--- config.mk ---
export PLATFORM = sky130hd
export DESIGN_NAME = uart_rx_8n1
export DESIGN_NICKNAME = d
export VERILOG_FILES = /design/src/rtl/uart_pkg.sv /design/src/rtl/uart_sync.sv /design/src/rtl/uart_rx_8n1.sv
export SDC_FILE = /design/constraint.sdc
export NUM_CORES = 1
export LEC_CHECK = 0
export BUFFER_PORTS_ARGS = -buffer_cell sky130_fd_sc_hd__buf_4
export CAP_MARGIN = 15
export CELL_PAD_IN_SITES_DETAIL_PLACEMENT = 0
export CELL_PAD_IN_SITES_GLOBAL_PLACEMENT = 1
export CORE_UTILIZATION = 49
export DETAILED_ROUTE_END_ITERATION = 8
export PLACE_DENSITY = 0.86
export SYNTH_ARGS = -nofsm -noshare
export SYNTH_HDL_FRONTEND = slang
export SYNTH_SLANG_ARGS = --single-unit
--- constraint.sdc ---
create_clock -name clk -period 2.5 [get_ports clk]
set_input_delay 0.5 -clock clk [delete_from_list [all_inputs] [get_ports clk]]
set_output_delay 0.5 -clock clk [all_outputs]
set_load 0.005 [all_outputs]
--- src/rtl/uart_pkg.sv ---
// Shared UART constants: receiver state encoding, data width and default oversample ratio.
package uart_pkg;

  typedef enum logic [1:0] {
    IDLE  = 2'b00,
    START = 2'b01,
    DATA  = 2'b10,
    STOP  = 2'b11
  } rx_state_e;

  localparam int UART_DATA_BITS = 8;
  // Also used by the tx baud generator so both ends agree on the tick rate.
  localparam int UART_OVERSAMPLE = 16;

endpackage

--- src/rtl/uart_sync.sv ---
// N-stage synchronizer for an asynchronous level input; flops reset to 1 (idle line level).
module uart_sync #(
  parameter int STAGES = 2
) (
  input  logic clk,
  input  logic rst_n,
  input  logic d,
  output logic q
);

  logic [STAGES-1:0] ff;

  always_ff @(posedge clk or negedge rst_n) begin
    if (!rst_n) begin
      ff <= '1;
    end else begin
      ff <= {ff[STAGES-2:0], d};
    end
  end

  assign q = ff[STAGES-1];

endmodule

--- src/rtl/uart_rx_8n1.sv ---
// 8N1 UART receiver driven by an external oversample tick.
// Build option UART_RX_MAJORITY_EN: 2-of-3 majority vote over the ticks ending at each sample point.
module uart_rx_8n1
  import uart_pkg::*;
#(
  parameter int OVERSAMPLE  = UART_OVERSAMPLE,
  parameter int SYNC_STAGES = 2
) (
  input  logic                      clk,
  input  logic                      rst_n,
  input  logic                      os_tick,
  input  logic                      rx,
  output logic [UART_DATA_BITS-1:0] rxbyte,
  output logic                      rx_valid,
  output logic                      frame_err,
  output logic                      busy
);

  localparam int CW = $clog2(OVERSAMPLE);
  localparam logic [CW-1:0] HALF_P = CW'(OVERSAMPLE / 2 - 1);
  localparam logic [CW-1:0] FULL_P = CW'(OVERSAMPLE - 1);
  localparam logic [2:0]    LAST_BIT = 3'(UART_DATA_BITS - 1);

  logic rx_s;

  uart_sync #(.STAGES(SYNC_STAGES)) u_sync (
    .clk   (clk),
    .rst_n (rst_n),
    .d     (rx),
    .q     (rx_s)
  );

  rx_state_e                 state, state_n;
  logic [CW-1:0]             tick_cnt, tick_n;
  logic [2:0]                bit_idx, bit_n;
  logic [UART_DATA_BITS-1:0] shift, shift_n;
  logic [UART_DATA_BITS-1:0] rxbyte_n;
  logic                      valid_n, ferr_n;
  logic                      armed, armed_n;
  logic                      sample;

`ifdef UART_RX_MAJORITY_EN
  // rx_s seen on the two previous os_ticks; with the current value this
  // forms the P-2, P-1, P window at any sample point.
  logic [1:0] hist;

  always_ff @(posedge clk or negedge rst_n) begin
    if (!rst_n) begin
      hist <= 2'b11;
    end else if (os_tick) begin
      hist <= {hist[0], rx_s};
    end
  end

  assign sample = (hist[1] & hist[0]) | (hist[1] & rx_s) | (hist[0] & rx_s);
`else
  assign sample = rx_s;
`endif

  always_ff @(posedge clk or negedge rst_n) begin
    if (!rst_n) begin
      state     <= IDLE;
      tick_cnt  <= '0;
      bit_idx   <= '0;
      shift     <= '0;
      rxbyte    <= '0;
      rx_valid  <= 1'b0;
      frame_err <= 1'b0;
      armed     <= 1'b1;
    end else begin
      state     <= state_n;
      tick_cnt  <= tick_n;
      bit_idx   <= bit_n;
      shift     <= shift_n;
      rxbyte    <= rxbyte_n;
      rx_valid  <= valid_n;
      frame_err <= ferr_n;
      armed     <= armed_n;
    end
  end

  always_comb begin
    state_n  = state;
    tick_n   = tick_cnt;
    bit_n    = bit_idx;
    shift_n  = shift;
    rxbyte_n = rxbyte;
    valid_n  = 1'b0;
    ferr_n   = 1'b0;
    armed_n  = armed;
    case (state)
      IDLE: begin
        // A tick arriving with the falling edge is deliberately not counted.
        if (rx_s) begin
          armed_n = 1'b1;
        end else if (armed) begin
          state_n = START;
          tick_n  = '0;
        end
      end
      START: begin
        if (os_tick) begin
          if (tick_cnt == HALF_P) begin
            tick_n = '0;
            if (!sample) begin
              state_n = DATA;
              bit_n   = '0;
            end else begin
              state_n = IDLE;
            end
          end else begin
            tick_n = tick_cnt + CW'(1);
          end
        end
      end
      DATA: begin
        if (os_tick) begin
          if (tick_cnt == FULL_P) begin
            shift_n = {sample, shift[UART_DATA_BITS-1:1]};
            tick_n  = '0;
            if (bit_idx == LAST_BIT) begin
              state_n = STOP;
            end else begin
              bit_n = bit_idx + 3'd1;
            end
          end else begin
            tick_n = tick_cnt + CW'(1);
          end
        end
      end
      STOP: begin
        if (os_tick) begin
          if (tick_cnt == FULL_P) begin
            // Leaving at mid stop bit leaves half a bit to catch the next start edge.
            if (sample) begin
              rxbyte_n = shift;
              valid_n  = 1'b1;
            end else begin
              ferr_n  = 1'b1;
              armed_n = 1'b0;
            end
            state_n = IDLE;
            tick_n  = '0;
          end else begin
            tick_n = tick_cnt + CW'(1);
          end
        end
      end
      default: state_n = IDLE;
    endcase
  end

  assign busy = (state != IDLE);

endmodule

# Word-level counts from Yosys, hierarchy flattened
# Index checks and enable logic that the tools add are counted.
[word_totals]
reg_bits = 30
latchBits = 0
mem_bits_rw = 0
romBits = 0
inputBits = 4
output_inout_bits = 11
elab_cells = 80
mem_count = 0
[op_classes]
addsub = 2
n_mul = 0
div_mod_pow = 0
magnitude_cmp = 0
eq_ne = 20
n_shift = 0
muxes = 38
bitwise_logic = 0
n_reduce_logical = 11
[ops]
columns = ["operator", "count"]
rows = [
  ["two-way mux 4 bit", 6],
  ["inequality test 2 bit (second input constant)", 12],
  ["two-way mux 2 bit", 10],
  ["two-way mux 3 bit", 6],
  ["two-way mux 1 bit", 12],
  ["case mux 4 bit (3 select lines)", 1],
  ["AND reduction 9 bit", 1],
  ["case mux 2 bit (4 select lines)", 1],
  ["AND reduction 4 bit", 2],
  ["AND reduction 7 bit", 1],
  ["case mux 3 bit (2 select lines)", 1],
  ["nonzero test 2 bit", 3],
  ["AND reduction 5 bit", 1],
  ["adder 4 x 1 -> 4 bit (second input constant)", 1],
  ["== test 2 bit (second input constant)", 2],
  ["== test 4 x 3 -> 1 bit (second input constant)", 1],
  ["== test 4 bit (second input constant)", 1],
  ["inequality test 2 x 1 -> 1 bit (second input constant)", 2],
  ["adder 3 x 1 -> 3 bit (second input constant)", 1],
  ["== test 3 bit (second input constant)", 1],
  ["AND reduction 3 bit", 1],
  ["== test 2 x 1 -> 1 bit (second input constant)", 1],
  ["zero test 2 bit", 1],
  ["case mux 1 bit (2 select lines)", 1],
  ["OR reduction 2 bit", 1],
]

# Logic depth before layout (Yosys ltp)
[depth]
ltp_word = 5
depth_mapped = 6
ltp_nobuf = 6

# Modules after synthesis
# A second synthesis with hierarchy kept.
[hier_totals]
cells_unflattened = 107
hier_area_um2 = 1391.3
[by_module_without_submodules]
columns = ["module", "instances", "cells_each", "area_per_inst_um2", "seq_area_each_um2"]
rows = [
  ["uart_rx_8n1", 1, 105, 1338.8, 701.9],
  ["uart_sync", 1, 2, 52.6, 52.6],
]

# Worst setup path before layout
# OpenSTA, ideal clock, no wires.
[synth_timing]
kind = "register -> register"
start = "register tick_cnt[0]"
end = "register shift[0]"
setup_ns = 0.125
arrival_time_ns = 1.472
required_ns = 2.375
setup_slack_ns = 0.903
path_stages_with_launch = 6
path_buffers = 1
synth_period_minus_slack_ns = 1.597
cell_sequence = "dfrtp_1 ha_1 and4_4 and2_1 buf_4 mux2_2"
[synth_via]
elab_chain_len = 2
[synth_lines]
columns = ["item", "line_no", "text"]
rows = [
  ["start, declared", "uart_rx_8n1.sv:34", "logic [CW-1:0] tick_cnt, tick_n;"],
  ["start signal, assigned", "uart_rx_8n1.sv:72", "tick_cnt <= tick_n;"],
  ["== test 4 bit", "uart_rx_8n1.sv:118", "if (tick_cnt == FULL_P) begin"],
  ["AND reduction 3 bit (no line)", "n/a", ""],
  ["end signal, assigned", "uart_rx_8n1.sv:74", "shift <= shift_n;"],
  ["end, declared", "uart_rx_8n1.sv:36", "logic [UART_DATA_BITS-1:0] shift, shift_n;"],
]
# Every way passes these cells.
# A chain may end at the register's enable or synchronous reset.

==> flow_summary.yaml <==
run_status:
  status: "finished clean"
routing:
  dr.pass1.iters: 4
  wire_per_inst_microns: 14.5
  drc: 0
  drt_wl_total_mm: 2.25
  drt_iter0_drc: 9
  vias_per_cell: 5.73
  antenna_left: 0
  vias: 888
cts:
  cts_buffer_depth: 2
  cts_sinks: 30
  holdBufCountCts: 0
  htreeDepth: 2
  cts_resized: 0
  cts_setup_buffers: 0
  clk_transition_reported_paths_ns: 0.10
  tritoncts.num_buffers: 5
  cts_tree: "yes"
  clockRootBuffer: "clkbuf_4"
  insertion_delay_ns: 0.32
power_and_ir_drop:
  p_leak_nw: 0.781
  power_mw: 1.32
  power.density_nw_per_um2: 828
  peakVddDrop_mv: 0.632
setup_path:
  crit_fanout: 12
  crit_type: "reg -> out"
  end_kind: "primary output"
  r2r_end: "shift[0]"
  crit_required_ns: 2.00
  cp-start-kind: "register"
  r2r_cells: 3
  critPathArrivalTime_ns: 1.43
  reg2reg_slack_ns: 0.66
layout:
  mostFrequentLayoutCells: "dfrtp_1 (27), mux2_2 (17), buf_4 (14)"
  final_layout_size_suffix_gt1_share_pct: 36.8
  layout_commonest_cell: "dfrtp_1"
  syn_to_final_growth_pct: 15.4
  nets: 131
  diodes: 0
sta:
  finalSetupViolCount: 0
  finalWorstSetupSlack_ns: 0.572
  finalHoldViolCount: 0
  rsz0062_at_grt: "no"
  fin_crit_ns: 1.93
  fin_setup_tns_ns: 0
  maxSlewHeadroom_pct: 68.6
  clock-skew-final_ns: 0.00689
  fin_crit_sh_pct: 77.1
  fmax_mhz: 519
  tightest_slew_ns: 0.471
  slew_violations: 0
placement:
  dp_hpwl_mm: 1.57
  gp_congestion: 0.793
  io_buffers: 14
  dp_slack_ns: 0.675
logic_synthesis:
  synth_area_sq_um: 1380
  synthTopCellsByArea: "dfrtp_1 (49%), mux2_2 (14%), dfstp_2 (5.7%)"
  syn_avg_cell_area_sq_um: 12.7
  synthCells: 109
  synth_top_area_share_pct: 49.0
  ys_ff_latch: 30
  yosys_warnings: 0
  ys_seq_area_share_pct: 54.7
  ys_types: 37
  synth_area_leader_cell: "dfrtp_1"
  synth_nets: 116
min_path:
  holdCritPathClass: "in -> async"
floorplan:
  die_h_microns: 55.1
  rows: 18
  fp.coreArea_sq_um: 2570
  io_pins: 15
  start_util_pct: 53.8
  dieArea_sq_um: 3030
  die_width_microns: 55.1
grt:
  grt_max_degree: 31
  grt-ovfl-total: 0
  track_usage_pct: 18.2
  grt_pass1_wl_mm: 3.65
  grt_pass1_vias: 803
  antenna_found_initial: 0
job:
  maxCapViolCount: 0
worst max-delay path by stage:
stage,startpoint,end,slack (ns),cells after the start
final,register,busy,0.57,3
after global routing,register,busy,0.48,3
after floorplan,tick_cnt[0],shift[0],0.90,5
after detailed placement,tick_cnt[0],shift[1],0.68,4
after CTS,register,busy,0.56,3
after global placement,tick_cnt[0],shift[2],0.74,4
worst max-delay path, cell delays in order, from the launching register on:
cell,delay [ns]
dfrtp_1,0.56
nor2_4,0.26
inv_1,0.13
buf_4,0.16
per-stage QoR:
step                util (%)  cell area [sq um]  std cells  hold slack (ns)
finish                  62.0               1590        155           0.0845
global route            62.0               1590        155           0.0801
CTS                     62.0               1590        155           0.0814
detailed placement      57.7               1480        147            0.351
global placement        57.7               1480        147            0.346
floorplan                  -               1380        109            0.204
cells by family after synthesis:
kind of cell	Yosys count	share of synthesized area, %
muxes	20	16.0
adders and majority gates	3	2.72
AOI/OAI and AO/OA	15	8.43
DFF	30	54.7
and+or+nand+nor	30	13.8
buffers and inverters	11	4.35
where the power goes:
group / total, mW / internal (mW) / switching [mW]
Clock: 0.503 / 0.339 / 0.164
Sequential: 0.628 / 0.534 / 0.0938
Combinational: 0.187 / 0.0944 / 0.0928
per-layer routing:
layer	global-route usage [%]	share of wire, %	up-vias
li1	-	-	428
met1	22.0	47	436
met2	27.3	46	18
met3	8.47	4.6	6
met4	8.33	1.6	0
met5	0	0	-
cell type report:
| class | count | area, sq um |
|---|---|---|
| multi-input cells | 68 | 566 |
| repair buffers | 14 | 105 |
| inverters | 5 | 18.8 |
| clock buffers | 6 | 51.3 |
| well taps | 30 | 37.5 |
| fillers | 220 | 975 |
| clock inverters | 2 | 60.1 |
| flip-flops and latches | 30 | 754 |
cells in the mapped netlist, drive strengths merged:
library cell / n
nand4: 1
nor4bb: 1
ha: 3
nor2: 7
a22o: 1
nand2b: 2
a221o: 1
inv: 5
clkbuf: 1
nand4b: 1
a21oi: 2
dfstp: 3
mux2: 17
o311ai: 1
nand3: 5
a2bb2oi: 1
and2: 1
nor3: 1
o31ai: 1
nor3b: 1
a41o: 1
o21ai: 3
and4: 2
and3: 2
dfrtp: 27
o22ai: 2
nor2b: 2
a32o: 1
buf: 5
nand2: 4
mux2i: 3
o221ai: 1
registers in the layout, indices dropped and copies added (netlist names), named ones only:
name / count
shift: 8
frame_err: 1
bit_idx: 3
rxbyte: 8
u_sync.ff: 2
state: 1
rx_valid: 1
tick_cnt: 4
armed: 1
(Power assumes the default switching activity.)
